File: src/rtl/sp_ram_arb_pkg.sv
// Shared types and defaults for the single-port RAM arbiter.
package sp_ram_arb_pkg;

  typedef enum logic [1:0] {OWN_NONE, OWN_M0, OWN_M1} owner_e;

  localparam int STARVE_MAX_DEF = 4;

endpackage

File: src/rtl/sp_ram_arb_starve.sv
// Counts consecutive denied M1 cycles; starve_o forces M1 to win the next arbitration.
module sp_ram_arb_starve
  import sp_ram_arb_pkg::*;
#(
  parameter int STARVE_MAX = STARVE_MAX_DEF
) (
  input  logic clk,
  input  logic rstn_i,
  input  logic m1_req,
  input  logic m1_gnt,
  output logic starve_o
);

  localparam int CW = $clog2(STARVE_MAX + 1);

  logic [CW-1:0] cnt;

  always_ff @(posedge clk or negedge rstn_i) begin
    if (!rstn_i) begin
      cnt <= '0;
    end else if (m1_req && !m1_gnt) begin
      if (cnt != CW'(STARVE_MAX)) cnt <= cnt + 1'b1;
    end else begin
      cnt <= '0;
    end
  end

  assign starve_o = (cnt == CW'(STARVE_MAX));

endmodule

File: src/rtl/sp_ram_arbiter.sv
// Two-master front end for a single-port data RAM: fixed priority to M0,
// with a starvation guard that periodically hands the port to M1.
module sp_ram_arbiter
  import sp_ram_arb_pkg::*;
#(
  parameter int ADDR_WIDTH = 15,
  parameter int DATA_WIDTH = 32,
  parameter int STARVE_MAX = STARVE_MAX_DEF
) (
  input  logic                    clk,
  input  logic                    rstn_i,
  input  logic                    m0_req_i,
  input  logic [ADDR_WIDTH-1:0]   m0_addr_i,
  input  logic                    m0_we_i,
  input  logic [DATA_WIDTH/8-1:0] m0_be_i,
  input  logic [DATA_WIDTH-1:0]   m0_wdata_i,
  output logic                    m0_gnt_o,
  output logic                    m0_rvalid_o,
  output logic [DATA_WIDTH-1:0]   m0_rdata_o,
  input  logic                    m1_req_i,
  input  logic [ADDR_WIDTH-1:0]   m1_addr_i,
  input  logic                    m1_we_i,
  input  logic [DATA_WIDTH/8-1:0] m1_be_i,
  input  logic [DATA_WIDTH-1:0]   m1_wdata_i,
  output logic                    m1_gnt_o,
  output logic                    m1_rvalid_o,
  output logic [DATA_WIDTH-1:0]   m1_rdata_o,
  output logic                    ram_en_o,
  output logic [ADDR_WIDTH-1:0]   ram_addr_o,
  output logic                    ram_we_o,
  output logic [DATA_WIDTH/8-1:0] ram_be_o,
  output logic [DATA_WIDTH-1:0]   ram_wdata_o,
  input  logic [DATA_WIDTH-1:0]   ram_rdata_i
);

  owner_e winner;
  owner_e resp_owner;
  logic   resp_is_rd;
  logic   starve;

  sp_ram_arb_starve #(.STARVE_MAX(STARVE_MAX)) u_starve (
    .clk      (clk),
    .rstn_i   (rstn_i),
    .m1_req   (m1_req_i),
    .m1_gnt   (m1_gnt_o),
    .starve_o (starve)
  );

  always_comb begin
    winner = OWN_NONE;
    if (m1_req_i && (starve || !m0_req_i)) winner = OWN_M1;
    else if (m0_req_i)                     winner = OWN_M0;
  end

  assign m0_gnt_o = (winner == OWN_M0);
  assign m1_gnt_o = (winner == OWN_M1);
  assign ram_en_o = m0_gnt_o | m1_gnt_o;

  always_comb begin
    ram_addr_o  = '0;
    ram_we_o    = 1'b0;
    ram_be_o    = '0;
    ram_wdata_o = '0;
    case (winner)
      OWN_M0: begin
        ram_addr_o  = m0_addr_i;
        ram_we_o    = m0_we_i;
        ram_be_o    = m0_be_i;
        ram_wdata_o = m0_wdata_i;
      end
      OWN_M1: begin
        ram_addr_o  = m1_addr_i;
        ram_we_o    = m1_we_i;
        ram_be_o    = m1_be_i;
        ram_wdata_o = m1_wdata_i;
      end
      default: ;
    endcase
  end

  // Response tracking is refreshed every cycle so back-to-back accesses pipeline.
  always_ff @(posedge clk or negedge rstn_i) begin
    if (!rstn_i) begin
      resp_owner <= OWN_NONE;
      resp_is_rd <= 1'b0;
    end else begin
      resp_owner <= winner;
      resp_is_rd <= ~ram_we_o;
    end
  end

  assign m0_rvalid_o = (resp_owner == OWN_M0);
  assign m1_rvalid_o = (resp_owner == OWN_M1);
  assign m0_rdata_o  = (m0_rvalid_o && resp_is_rd) ? ram_rdata_i : '0;
  assign m1_rdata_o  = (m1_rvalid_o && resp_is_rd) ? ram_rdata_i : '0;

`ifndef SYNTHESIS
  a_gnt_onehot0: assert property (@(posedge clk) disable iff (!rstn_i)
    !(m0_gnt_o && m1_gnt_o));
  a_en_has_req: assert property (@(posedge clk) disable iff (!rstn_i)
    ram_en_o |-> ((m0_gnt_o && m0_req_i) || (m1_gnt_o && m1_req_i)));
  a_m0_rv: assert property (@(posedge clk) disable iff (!rstn_i)
    m0_gnt_o |=> m0_rvalid_o);
  a_m0_norv: assert property (@(posedge clk) disable iff (!rstn_i)
    !m0_gnt_o |=> !m0_rvalid_o);
  a_m1_rv: assert property (@(posedge clk) disable iff (!rstn_i)
    m1_gnt_o |=> m1_rvalid_o);
  a_m1_norv: assert property (@(posedge clk) disable iff (!rstn_i)
    !m1_gnt_o |=> !m1_rvalid_o);
`endif

endmodule
File: config.mk
export PLATFORM = sky130hd
export DESIGN_NAME = sp_ram_arbiter
export DESIGN_NICKNAME = d
export VERILOG_FILES = /design/src/rtl/sp_ram_arb_pkg.sv /design/src/rtl/sp_ram_arb_starve.sv /design/src/rtl/sp_ram_arbiter.sv
export SDC_FILE = /design/constraint.sdc
export NUM_CORES = 1
export LEC_CHECK = 0
export BUFFER_PORTS_ARGS = -buffer_cell sky130_fd_sc_hd__buf_2
export CAP_MARGIN = 10
export CORE_AREA = 8 8 95 97
export CTS_CLUSTER_SIZE = 28
export DETAILED_ROUTE_END_ITERATION = 8
export DIE_AREA = 0 0 103 105
export PLACE_DENSITY = 0.68
export SLEW_MARGIN = 40
export SYNTH_ARGS = -nofsm -noshare
export SYNTH_HDL_FRONTEND = slang
export SYNTH_SLANG_ARGS = --single-unit
File: constraint.sdc
create_clock -name clk -period 2 [get_ports clk]
set_input_delay 0.4 -clock clk [delete_from_list [all_inputs] [get_ports clk]]
set_output_delay 0.4 -clock clk [all_outputs]
set_load 0.05 [all_outputs]
Yosys cells after proc, flatten, opt, wreduce, memory -nomap -nowiden --
Cells that the tools add are included.
Storage, ports and cells: memories kept 0, RAM bits 0, output and inout bits 121, ROM bits 0, register bits after elaboration 6, bits in latches 0
Cells by class: bitwise gates (word level) 2, divide/modulo/power cells 0, multiplexer cells 10, shift operators 0, $lt $le $gt $ge 0, equality and inequality tests 7, reductions and logical operators 7, $mul 0, add/sub/neg operators 1
Operators by type and width (number):
- 32-bit 2-to-1 mux | 2
- 32-bit one-hot mux with 2 select lines | 1
- 15-bit one-hot mux with 2 select lines | 1
- 4-bit one-hot mux with 2 select lines | 1
- 3-bit 2-to-1 mux | 2
- 2-bit by 1-bit == test with 1-bit output (second input constant) | 2
- 2-bit == test (second input constant) | 2
- 1-bit logical AND | 4
- 3-bit by 1-bit adder with 3-bit output (second input constant) | 1
- 3-bit == test (second input constant) | 1
- 3-bit inequality test (second input constant) | 1
- 1-bit zero test | 2
- 2-bit 2-to-1 mux | 1
- 2-bit inequality test (second input constant) | 1
- 1-bit one-hot mux with 2 select lines | 1
- 1-bit logical OR | 1
- 1-bit 2-to-1 mux | 1
- 1-bit NOT | 1
- 1-bit bitwise OR | 1

Logic depth before layout (Yosys ltp) --
depth in word-level cells 8, gate-level depth with buffers 6, mapped depth without buffers 4

Modules after synthesis --
A second synthesis with hierarchy kept.
Second synthesis, totals: cells, all modules 171, area, all modules 1423.9 um^2
Modules (own cells, without submodules):
- sp_ram_arbiter | area an instance 1241.2 um^2, instances 1, cells each 153, sequential area each 75.1 um^2
- sp_ram_arb_starve | area an instance 182.7 um^2, instances 1, cells each 18, sequential area each 75.1 um^2

Worst setup path after synthesis --
Ideal clock, no wire load.
path kind register -> output, start register u_starve.cnt[0], end output port ram_addr_o[0], path buffers 2, cell stages (with the launch flop) 7, required time 1600 ps, path slack -276 ps, arrival time 1876 ps, cells stage by stage dfrtp_1 inv_1 ha_1 and3_1 buf_2 buf_2 o22ai_1
Between the ends: word-level cells in the longest chain between the ends 6, elaborated cells on any way between the ends 7, classes of those cells eq/ne (3); mux (2); reduce/logical (2)
Ends and longest elaborated chain:
- from (decl) | line sp_ram_arb_starve.sv:16 | logic [CW-1:0] cnt;
- from (signal assigned) | line sp_ram_arb_starve.sv:22 | if (cnt != CW'(STARVE_MAX)) cnt <= cnt + 1'b1;
- 3-bit == test * | line sp_ram_arb_starve.sv:28 | assign starve_o = (cnt == CW'(STARVE_MAX));
- 1-bit logical OR * | line sp_ram_arbiter.sv:51 | if (m1_req_i && (starve || !m0_req_i)) winner = OWN_M1;
- 1-bit logical AND * | line sp_ram_arbiter.sv:51
- 2-bit 2-to-1 mux * | line sp_ram_arbiter.sv:51
- 2-bit == test / 2-bit by 1-bit == test with 1-bit output (equally long branches) | line sp_ram_arbiter.sv:64 | case (winner)
- 15-bit one-hot mux with 2 select lines * | line sp_ram_arbiter.sv:64
- to (decl) | line sp_ram_arbiter.sv:29 | output logic [ADDR_WIDTH-1:0] ram_addr_o,
Every way passes the cells marked *; elsewhere a longest branch is shown, timed or not.

Final worst setup path --
start register u_starve.cnt[0], end output port ram_wdata_o[30]
Between the ends: word-level cells in the longest chain between the ends 6, elaborated cells on any way between the ends 7, classes of those cells eq/ne (3); mux (2); reduce/logical (2)
Ends and longest elaborated chain:
- 3-bit == test * | line sp_ram_arb_starve.sv:28
- 1-bit logical OR * | line sp_ram_arbiter.sv:51
- 1-bit logical AND * | line sp_ram_arbiter.sv:51
- 2-bit 2-to-1 mux * | line sp_ram_arbiter.sv:51
- 2-bit == test / 2-bit by 1-bit == test with 1-bit output (equally long branches) | line sp_ram_arbiter.sv:64
- 32-bit one-hot mux with 2 select lines * | line sp_ram_arbiter.sv:64
- to (decl) | line sp_ram_arbiter.sv:32 | output logic [DATA_WIDTH-1:0] ram_wdata_o,
Marked as above.

==> run summary <==
Slowest Stage Delay on Critical Path = 0.38 ns
Largest net degree at the start of global routing = 58
Cell Int Power = 696 uW
Unrepaired setup endpoints after global routing = true
Synthesized flop and latch total = 6
Number of buffers added on ports = 260
Area leader, netlist = nand2_1
Final Setup Violations = 9
Synth-to-layout area growth = 148%
TritonCTS Buffers = 3
Final-report hold violation count = 0
Worst-Margin Slew = 0.321 ns
Static Leakage = 2.13 nW
CP max FO = 12
FILL cells = 725
H-Tree Depth = 1
Number of max-cap violations = 0
CP Data Arrival Time = 1.66 ns
CTS root buf = clkbuf_8
Rows = 32
Hold slack = 0.00298 ns
Sequential cell area fraction in the yosys report = 0.0976
DRC viols = 0
Psw = 869 uW
Mapped Cells = 315
CP endpoint kind = output pin
Max VDD drop = 0.332 mV
Crit path launch = u_starve.cnt[0]
WP data required = 1.60 ns
Routed wire length per instance = 16.9 um
Global Route Usage Sum = 0.167
IO Pins = 261
Core box area = 0.00753 mm^2
Most frequent cells in the layout = buf_2 (206), nand2_1 (138), nor2_1 (64)
Synth warn = 0
First-pass GRT wire length = 15.1 mm
Antenna cell count = 0
Final nets = 708
Longest Clk Path Bufs = 2
Num Clock Sinks = 6
Worst Clk Skew = 0.000342 ns
Max Clock Freq = 486 MHz
Post-Route WL = 11.3 mm
Worst path slowest cell = dfrtp_1
Ranking of synthesized cells by area = nand2_1 (34%), o22ai_1 (21%), nor2_1 (16%)
Net Sw Frac = 0.555
Synthesized net count = 457
Clk_lat worst skew = 0.22 ns
Reg clk slew, reported paths = 0.04 ns
Effective utilization at floorplan = 0.204
Cell area after synthesis = 0.00154 mm^2
Placer Congestion = 0.747
Max Slew Vio Count = 0
GRT overflow = 0
Commonest non-fill, non-tap cell in the layout = buf_2
Dpl hpwl = 8.09 mm
Failing checks = negative setup slack
TritonRoute pass-1 iters = 4
Number of global-route vias before repair = 3153
DR vias/cell = 4.81
Final period util = 1.03
Minimum clock period = 2.06 ns
Vias = 3201
HP Class = in2async
Slew headroom = 0.786
CTS tree = done
Launch point of the worst reg-to-reg path = u_starve.cnt[0]
Critical path cell sequence = inv_2, ha_4, a21boi_4, buf_12, buf_16, o22ai_1, buf_4
Comb pwr share = 0.801
Sequential share of power = 0.083
Critical Setup Path Class = reg2out
Share of post-route cells with drive strength above 1 = 0.594
DR iter-0 viols = 137
Routed Antenna Nets = 0
Die H = 105 um
Avg Cell Area, Syn = 4.89 um^2
Final WS setup = -0.0559 ns
Status = finished, violations left
Setup Slack @ Placement = -0.0415 ns
Die area = 0.0108 mm^2
Post-synth top area share = 0.337
Synth cell types = 18
Initial antenna violation count = 0
PD cells = 410 mW/mm^2
Setup crit start kind = flop
Die W = 103 um
Clock Power Share = 0.116
[final cells by class]
| type | instances | area (um^2) | share of cell area |
|---|---|---|---|
| clock buffers | 3 | 41.3 | 0.0108 |
| well taps | 102 | 128 | 0.0334 |
| repair buffers | 280 | 1900 | 0.497 |
| flip-flops and latches | 6 | 150 | 0.0393 |
| inverters | 4 | 15.0 | 0.00393 |
| multi-input cells | 271 | 1590 | 0.416 |
[what timing repair did]
item                       CTS  global route
cloned                       2             3
gates resized for setup     70            93
pin swaps                    2             7
buffers inserted             4             0
hold endpoints to repair     0             0
setup endpoints to repair   54            47
hold buffers                 0             0
[power by group through the flow]
stage	registers (mW)	logic, mW	clock network (mW)
final	0.130	1.25	0.181
after global placement	0.131	1.01	0
after CTS	0.130	1.11	0.183
after global routing	0.131	1.31	0.189
after floorplan	0.132	0.699	0
after detailed placement	0.132	1.02	0
[synthesized netlist by cell type]
cell and number:
nand2_1 138, nor2_1 64, o22ai_1 52, buf_2 25, clkbuf_1 9, dfrtp_1 6
inv_1 4, nor2b_1 4, nand2b_1 3, ha_1 2, a21boi_2 1, a21oi_1 1
and3_1 1, and4_1 1, nor3b_1 1, o22a_1 1, or2_2 1, or3b_2 1
[registers in the layout (all words and copies together) (netlist names)]
register,flops
resp_owner,2
resp_is_rd,1
u_starve.cnt,3
[through the flow]
step / cells / util / area (um^2) / total power [mW] / setup TNS [ns]
floorplan: 315 / - / 1540 / 0.831 / -14.07
global placement: 654 / 0.392 / 2950 / 1.14 / -0.0469
detailed placement: 654 / 0.392 / 2950 / 1.15 / -0.0950
CTS: 663 / 0.438 / 3290 / 1.42 / -0.0420
global route: 666 / 0.508 / 3820 / 1.63 / -1.23
finish: 666 / 0.508 / 3820 / 1.57 / -0.106
[worst paths after layout]
check	cells after the start	endpoint	slack, ns
max reg2reg	4	u_starve.cnt[2]	0.59
min in group clk	2	u_starve.cnt[0]	0.56
min	1	resp_is_rd	0.003
min reg2reg	2	u_starve.cnt[0]	0.56
max	7	ram_wdata_o[30]	-0.06
max in group asynchronous	1	u_starve.cnt[1]	1.85
[per-layer routing]
layer | vias to the layer above | wire length (um) | global-route usage
li1 | 1534 | - | -
met1 | 1443 | 3730 | 0.159
met2 | 204 | 5860 | 0.320
met3 | 20 | 1420 | 0.0650
met4 | 0 | 241 | 0.0414
met5 | - | 0 | 0
[kinds of logic (layout without fill, tap and decap cells)]
logic type | Yosys count | in the layout | share of synthesized area
simple gates | 214 | 214 | 0.546
compound gates | 55 | 55 | 0.228
buf+inv | 38 | 287 | 0.113
flops | 6 | 6 | 0.0976
fa+ha+maj | 2 | 2 | 0.0163
[critical path, delay by kind of cell, from the launching register on]
kind,cells,cell delay [ns]
DFF,1,0.38
buffers and inverters,4,0.61
adders and majority gates,1,0.16
AOI/OAI and AO/OA,2,0.27
(Power assumes the default switching activity.)
